[src/rtl/pixel_pack_pkg.sv]
// Shared types and configuration checks for the pixel packer.
// The state enum and the PIX_BITS/WORD_W legality rules live here so every user agrees on them.
package pixel_pack_pkg;

  typedef enum logic [1:0] {
    ST_IDLE = 2'd0,
    ST_FILL = 2'd1,
    ST_DONE = 2'd2
  } pixel_pack_state_e;

  function automatic bit pix_bits_legal(input int pix_bits);
    return (pix_bits == 1) || (pix_bits == 2) || (pix_bits == 4) || (pix_bits == 8);
  endfunction

  function automatic bit word_w_legal(input int word_w, input int pix_bits);
    return ((word_w == 8) || (word_w == 16) || (word_w == 32)) && ((word_w % pix_bits) == 0);
  endfunction

  // Counter widths must stay at least one bit even when the range collapses to a single value.
  function automatic int clog2_min1(input int value);
    return (value > 1) ? $clog2(value) : 1;
  endfunction

endpackage

[src/rtl/pixel_pack_fsm.sv]
// Packs a pixel stream into fixed-width RAM words, one write per completed word, with frame tracking.
// Optional feature: define PIXEL_PACK_STATS_EN to add the edge_count statistics output.
module pixel_pack_fsm
  import pixel_pack_pkg::*;
#(
  parameter int PIX_BITS     = 1,
  parameter int WORD_W       = 8,
  parameter int FRAME_PIXELS = 40800,
  parameter int MSB_FIRST    = 0,
  localparam int PPW         = WORD_W / PIX_BITS,
  localparam int WORDS       = (FRAME_PIXELS + PPW - 1) / PPW,
  localparam int ADDR_W      = clog2_min1(WORDS),
  localparam int EDGE_W      = $clog2(FRAME_PIXELS + 1)
) (
  input  logic              clk,
  input  logic              reset_n,
  input  logic              pix_de,
  input  logic              pix_sof,
  input  logic [7:0]        pix_data,
  output logic              we,
  output logic [WORD_W-1:0] wData,
  output logic [ADDR_W-1:0] wAddr,
  output logic              frame_tick,
`ifdef PIXEL_PACK_STATS_EN
  output logic [EDGE_W-1:0] edge_count,
`endif
  output logic              sof_err
);

  localparam int SLOT_W = clog2_min1(PPW);
  localparam int PCNT_W = clog2_min1(FRAME_PIXELS);

  if (!pix_bits_legal(PIX_BITS) || !word_w_legal(WORD_W, PIX_BITS)) begin : g_bad_cfg
    $error("pixel_pack_fsm: illegal PIX_BITS/WORD_W combination");
  end

  pixel_pack_state_e state_r, state_nxt_s;

  logic [SLOT_W-1:0] slot_r, slot_nxt_s, slot_s, lane_s;
  logic [WORD_W-1:0] acc_r, acc_nxt_s, acc_in_s, acc_ins_s, wdata_nxt_s;
  logic [ADDR_W-1:0] word_idx_r, word_idx_nxt_s, wi_s, waddr_nxt_s;
  logic [PCNT_W-1:0] pix_cnt_r, pix_cnt_nxt_s, idx_s;
  logic              restart_s, last_pix_s, word_end_s;
  logic              we_nxt_s, tick_nxt_s, err_nxt_s;
  logic              unused_pix_s;

  assign unused_pix_s = ^pix_data;

  // Mid-frame SOF restarts the frame: the current pixel is rebased onto slot 0 of word 0.
  always_comb begin
    restart_s  = pix_de && pix_sof && (state_r == ST_FILL);
    idx_s      = restart_s ? '0 : pix_cnt_r;
    slot_s     = restart_s ? '0 : slot_r;
    wi_s       = restart_s ? '0 : word_idx_r;
    acc_in_s   = restart_s ? '0 : acc_r;
    last_pix_s = (idx_s == PCNT_W'(FRAME_PIXELS - 1));
    word_end_s = (slot_s == SLOT_W'(PPW - 1)) || last_pix_s;
    if (MSB_FIRST != 0) begin
      lane_s = SLOT_W'(PPW - 1) - slot_s;
    end else begin
      lane_s = slot_s;
    end
    acc_ins_s = acc_in_s;
    acc_ins_s[int'(lane_s) * PIX_BITS +: PIX_BITS] = pix_data[PIX_BITS-1:0];
  end

  // Frame state: DONE marks the frame_tick cycle and may roll straight into the next frame.
  always_comb begin
    state_nxt_s = state_r;
    if (pix_de) begin
      if (last_pix_s) begin
        state_nxt_s = ST_DONE;
      end else begin
        state_nxt_s = ST_FILL;
      end
    end else begin
      case (state_r)
        ST_IDLE: state_nxt_s = ST_IDLE;
        ST_FILL: state_nxt_s = ST_FILL;
        ST_DONE: state_nxt_s = ST_IDLE;
        default: state_nxt_s = ST_IDLE;
      endcase
    end
  end

  // Packing datapath: completed words leave as a registered write and the accumulator clears.
  always_comb begin
    slot_nxt_s     = slot_r;
    acc_nxt_s      = acc_r;
    word_idx_nxt_s = word_idx_r;
    pix_cnt_nxt_s  = pix_cnt_r;
    we_nxt_s       = 1'b0;
    wdata_nxt_s    = wData;
    waddr_nxt_s    = wAddr;
    tick_nxt_s     = 1'b0;
    err_nxt_s      = 1'b0;
    if (pix_de) begin
      err_nxt_s = restart_s;
      if (last_pix_s) begin
        pix_cnt_nxt_s = '0;
      end else begin
        pix_cnt_nxt_s = idx_s + PCNT_W'(1);
      end
      if (word_end_s) begin
        we_nxt_s    = 1'b1;
        wdata_nxt_s = acc_ins_s;
        waddr_nxt_s = wi_s;
        acc_nxt_s   = '0;
        slot_nxt_s  = '0;
        tick_nxt_s  = last_pix_s;
        if (last_pix_s) begin
          word_idx_nxt_s = '0;
        end else begin
          word_idx_nxt_s = wi_s + ADDR_W'(1);
        end
      end else begin
        acc_nxt_s      = acc_ins_s;
        slot_nxt_s     = slot_s + SLOT_W'(1);
        word_idx_nxt_s = wi_s;
      end
    end else begin
      err_nxt_s = 1'b0;
    end
  end

`ifdef PIXEL_PACK_STATS_EN
  logic [EDGE_W-1:0] run_cnt_r, run_cnt_nxt_s, run_sum_s, edge_nxt_s;

  // Count pixels with bit 0 set; the running total restarts with the frame.
  always_comb begin
    run_cnt_nxt_s = run_cnt_r;
    edge_nxt_s    = edge_count;
    run_sum_s     = (restart_s ? '0 : run_cnt_r) + EDGE_W'(pix_data[0]);
    if (pix_de) begin
      if (last_pix_s) begin
        edge_nxt_s    = run_sum_s;
        run_cnt_nxt_s = '0;
      end else begin
        run_cnt_nxt_s = run_sum_s;
      end
    end else begin
      run_cnt_nxt_s = run_cnt_r;
    end
  end

  // Statistics registers.
  always_ff @(posedge clk) begin
    if (!reset_n) begin
      run_cnt_r  <= '0;
      edge_count <= '0;
    end else begin
      run_cnt_r  <= run_cnt_nxt_s;
      edge_count <= edge_nxt_s;
    end
  end
`endif

  // State, datapath and registered outputs.
  always_ff @(posedge clk) begin
    if (!reset_n) begin
      state_r    <= ST_IDLE;
      slot_r     <= '0;
      acc_r      <= '0;
      word_idx_r <= '0;
      pix_cnt_r  <= '0;
      we         <= 1'b0;
      wData      <= '0;
      wAddr      <= '0;
      frame_tick <= 1'b0;
      sof_err    <= 1'b0;
    end else begin
      state_r    <= state_nxt_s;
      slot_r     <= slot_nxt_s;
      acc_r      <= acc_nxt_s;
      word_idx_r <= word_idx_nxt_s;
      pix_cnt_r  <= pix_cnt_nxt_s;
      we         <= we_nxt_s;
      wData      <= wdata_nxt_s;
      wAddr      <= waddr_nxt_s;
      frame_tick <= tick_nxt_s;
      sof_err    <= err_nxt_s;
    end
  end

endmodule
[config.mk]
export PLATFORM = sky130hd
export DESIGN_NAME = pixel_pack_fsm
export DESIGN_NICKNAME = d
export VERILOG_FILES = /design/src/rtl/pixel_pack_pkg.sv /design/src/rtl/pixel_pack_fsm.sv
export SDC_FILE = /design/constraint.sdc
export NUM_CORES = 1
export LEC_CHECK = 0
export CORE_ASPECT_RATIO = 0.9
export CORE_MARGIN = 5
export CORE_UTILIZATION = 37
export CTS_CLUSTER_DIAMETER = 120
export DETAILED_ROUTE_END_ITERATION = 16
export PLACE_DENSITY = 0.64
export SLEW_MARGIN = 20
export SYNTH_ARGS = -nofsm -noshare
export SYNTH_HDL_FRONTEND = slang
export SYNTH_SLANG_ARGS = --single-unit
[constraint.sdc]
create_clock -name clk -period 4.1 [get_ports clk]
set_input_delay 0.41 -clock clk [delete_from_list [all_inputs] [get_ports clk]]
set_output_delay 0.41 -clock clk [all_outputs]
set_load 0.02 [all_outputs]
==> reports/results.ini <==
[setup_path]
path_buf_inv=3
slowest_delay_ns=0.46
crit_required_ns=4.38
worstPathArrival_ns=3.40
path_delay_family=simple AND/OR/NAND/NOR gates
reg2reg_to=word_idx_r[12]
r2r_start=state_r[1]
r2r_slack_ns=1.14
path_cells=clkdlybuf4s50_1 -> nand4b_1 -> buf_4 -> nand2_1 -> inv_1 -> ha_1 -> ha_1 -> and2_1 -> nand4_1 -> or3_1 -> or3_1 -> a31oi_1
critPathKind=in -> reg
reg2regPathDepth=11
critPathMaxFanout=22
worstSetupStartpointType=input pin
end_kind=flop
crit_slowest_cell=clkdlybuf4s50_1

[grt]
grt_pass1_wl_um=14100
antenna_found_initial=0
grt.total_usage=0.152
grt_max_degree=28
grt_pass1_vias=3028
overflow=0

[timing]
fmax_mhz=320
relSlewSlack=0.479
hold_violations=0
rsz0062_at_grt=false
final.period_utilization=0.763
min_period_ns=3.13
tightest_slew_ns=0.781
drv_slew=0
skew_ns=0.00725
fin_tns_setup_ns=0
setup_violations=0

[power_and_ir_drop]
irDropWorstVdd_v=0.000173
p_comb_frac=0.071
powerDensity_mw_per_mm2=337
p_total_mw=1.35
p_leak_nw=1.50
seq_power_share=0.481
power.net_switching_mw=0.317
p_int_mw=1.03
clock_power_share=0.448
power_switching_share=0.235

[cts]
cts_buffer_depth=2
hold_buffers=0
htree_levels=3
clk_pin_slew_ns=0.07
cts_tree=done
clk_latency_ns=0.35
cts_setup_buffers=0
cts_buffers=9
cts_resized=0
clkSinkCount=66
clockRootBuffer=clkbuf_8

[synthesis]
yosys_register_bits=66
async_reset_ff_frac=0
postSynthNetCount=430
synth-edff-count=0
yosys_warnings=0
yosysSeqAreaShare=0.390
syn-instance-count=409
syn_area_mm2=0.00338
postSynthAreaPerCell_um2=8.28
ys.flop_type=dfxtp_1
synth_cell_types=53

[cells_and_area]
multiInputGateArea_mm2=0.00191
fill_cells=878
regArea_mm2=0.00132
layout_commonest_cell=nand2_1
drive_above_1_share=0.0748
fin_cells=563
finalNetCount=457
fin_area_mm2=0.00401
antenna_cells=0
area_growth_pct=18.4
layout.cells.most_common_list=nand2_1 (74), dfxtp_1 (66), clkdlybuf4s50_1 (28)

[placement]
place_area_mm2=0.00379
hpwl_um=5690
place.gp.congestion=0.837
dp_cells=547
portBuffers=28

[min_path]
hold_depth=2
hp-start=wAddr[1]
worst_hold_path_type=reg -> reg
min_to=wAddr[1]

[floorplan]
fp.dieArea_mm2=0.0112
die_y_um=101
rows=33
initial_utilization=0.374
core_mm2=0.00904
pin_count=36
die_w_um=111

[drt]
wl_per_cell_um=14.7
drt-pass1-iter-count=5
routed_wl_um=8280
viasPerCell=5.47
first_iter_violations=176
num_vias=3078
post-route-drc-count=0
drtAntennaViolNets=0

[run]
maxCapViolations=0

[status]
status=finished, final reports clean

## metrics by stage
step	setup slack [ns]	util	hold WS (ns)
after detailed placement	0.632	0.419	0.453
after global placement	0.727	0.419	0.439
after floorplan	1.24	-	0.429
final	0.974	0.443	0.461
after global routing	0.746	0.443	0.496
after CTS	0.988	0.443	0.463
## flip-flops by register name, indices dropped and copies added (netlist names)
register,flops
pix_cnt_r,16
slot_r,3
wAddr,13
state_r,2
we,1
wData,8
acc_r,8
frame_tick,1
sof_err,1
word_idx_r,13
## kinds of logic after synthesis
family	count (synthesis)	share of synthesized area
fa+ha+maj	9	0.0333
flops	66	0.390
simple gates	191	0.286
xor+xnor	2	0.00518
mux	26	0.0776
compound gates	80	0.162
buf+inv	35	0.0458
## area by class of cell
class                           count  share of cell area
Clock inverter                      5              0.0194
Clock buffer                       11              0.0353
Inverter                           12              0.0112
Timing Repair Buffer               39              0.0905
Sequential cell                    66               0.330
Tap cell                          122              0.0381
Multi-Input combinational cell    308               0.476
## cell usage after synthesis (10+ instances only)
library cell	number	area (µm²)
a21oi_1	23	115
mux2i_1	24	240
inv_1	11	41.3
nor2_1	23	86.3
nand3_1	17	85.1
nand2_1	74	278
nand4_1	10	62.6
dfxtp_1	66	1320
nor3_1	11	55.1
or3_1	11	68.8
clkbuf_1	18	67.6
a31oi_1	11	68.8
## worst register-to-register path, delay by kind of cell (launching register included)
family,cells,cell delay [ns]
AOI/OAI and AO/OA,1,0.16
buffers and inverters,2,0.43
DFF,1,0.36
and+or+nand+nor,6,1.34
adders and majority gates,2,0.60
## metal layers
layer / GRT usage / wire length (µm)
met2: 0.258 / 3890
met1: 0.193 / 3980
met4: 0.0502 / 52
met3: 0.0324 / 362
met5: 0 / 0
## how the worst max path moves through the flow
stage          startpoint              to  slack [ns]  depth (start not counted)
3_3_place_gp      pix_sof  word_idx_r[12]        0.73                         12
4_1_cts           pix_sof  word_idx_r[12]        0.99                         12
5_1_grt           pix_sof  word_idx_r[12]        0.75                         12
6_report          pix_sof  word_idx_r[12]        0.97                         12
2_1_floorplan      pix_de  word_idx_r[11]        1.24                         13
3_5_place_dp      pix_sof  word_idx_r[12]        0.63                         12
## power groups by stage
| stage | registers (mW) | clock network (mW) | logic, mW |
|---|---|---|---|
| finish | 0.650 | 0.605 | 0.0959 |
| detailed placement | 0.664 | 0 | 0.0947 |
| CTS | 0.649 | 0.620 | 0.0958 |
| floorplan | 0.663 | 0 | 0.0632 |
| global placement | 0.664 | 0 | 0.0930 |
| global route | 0.650 | 0.650 | 0.106 |
(Power assumes the default switching activity.)
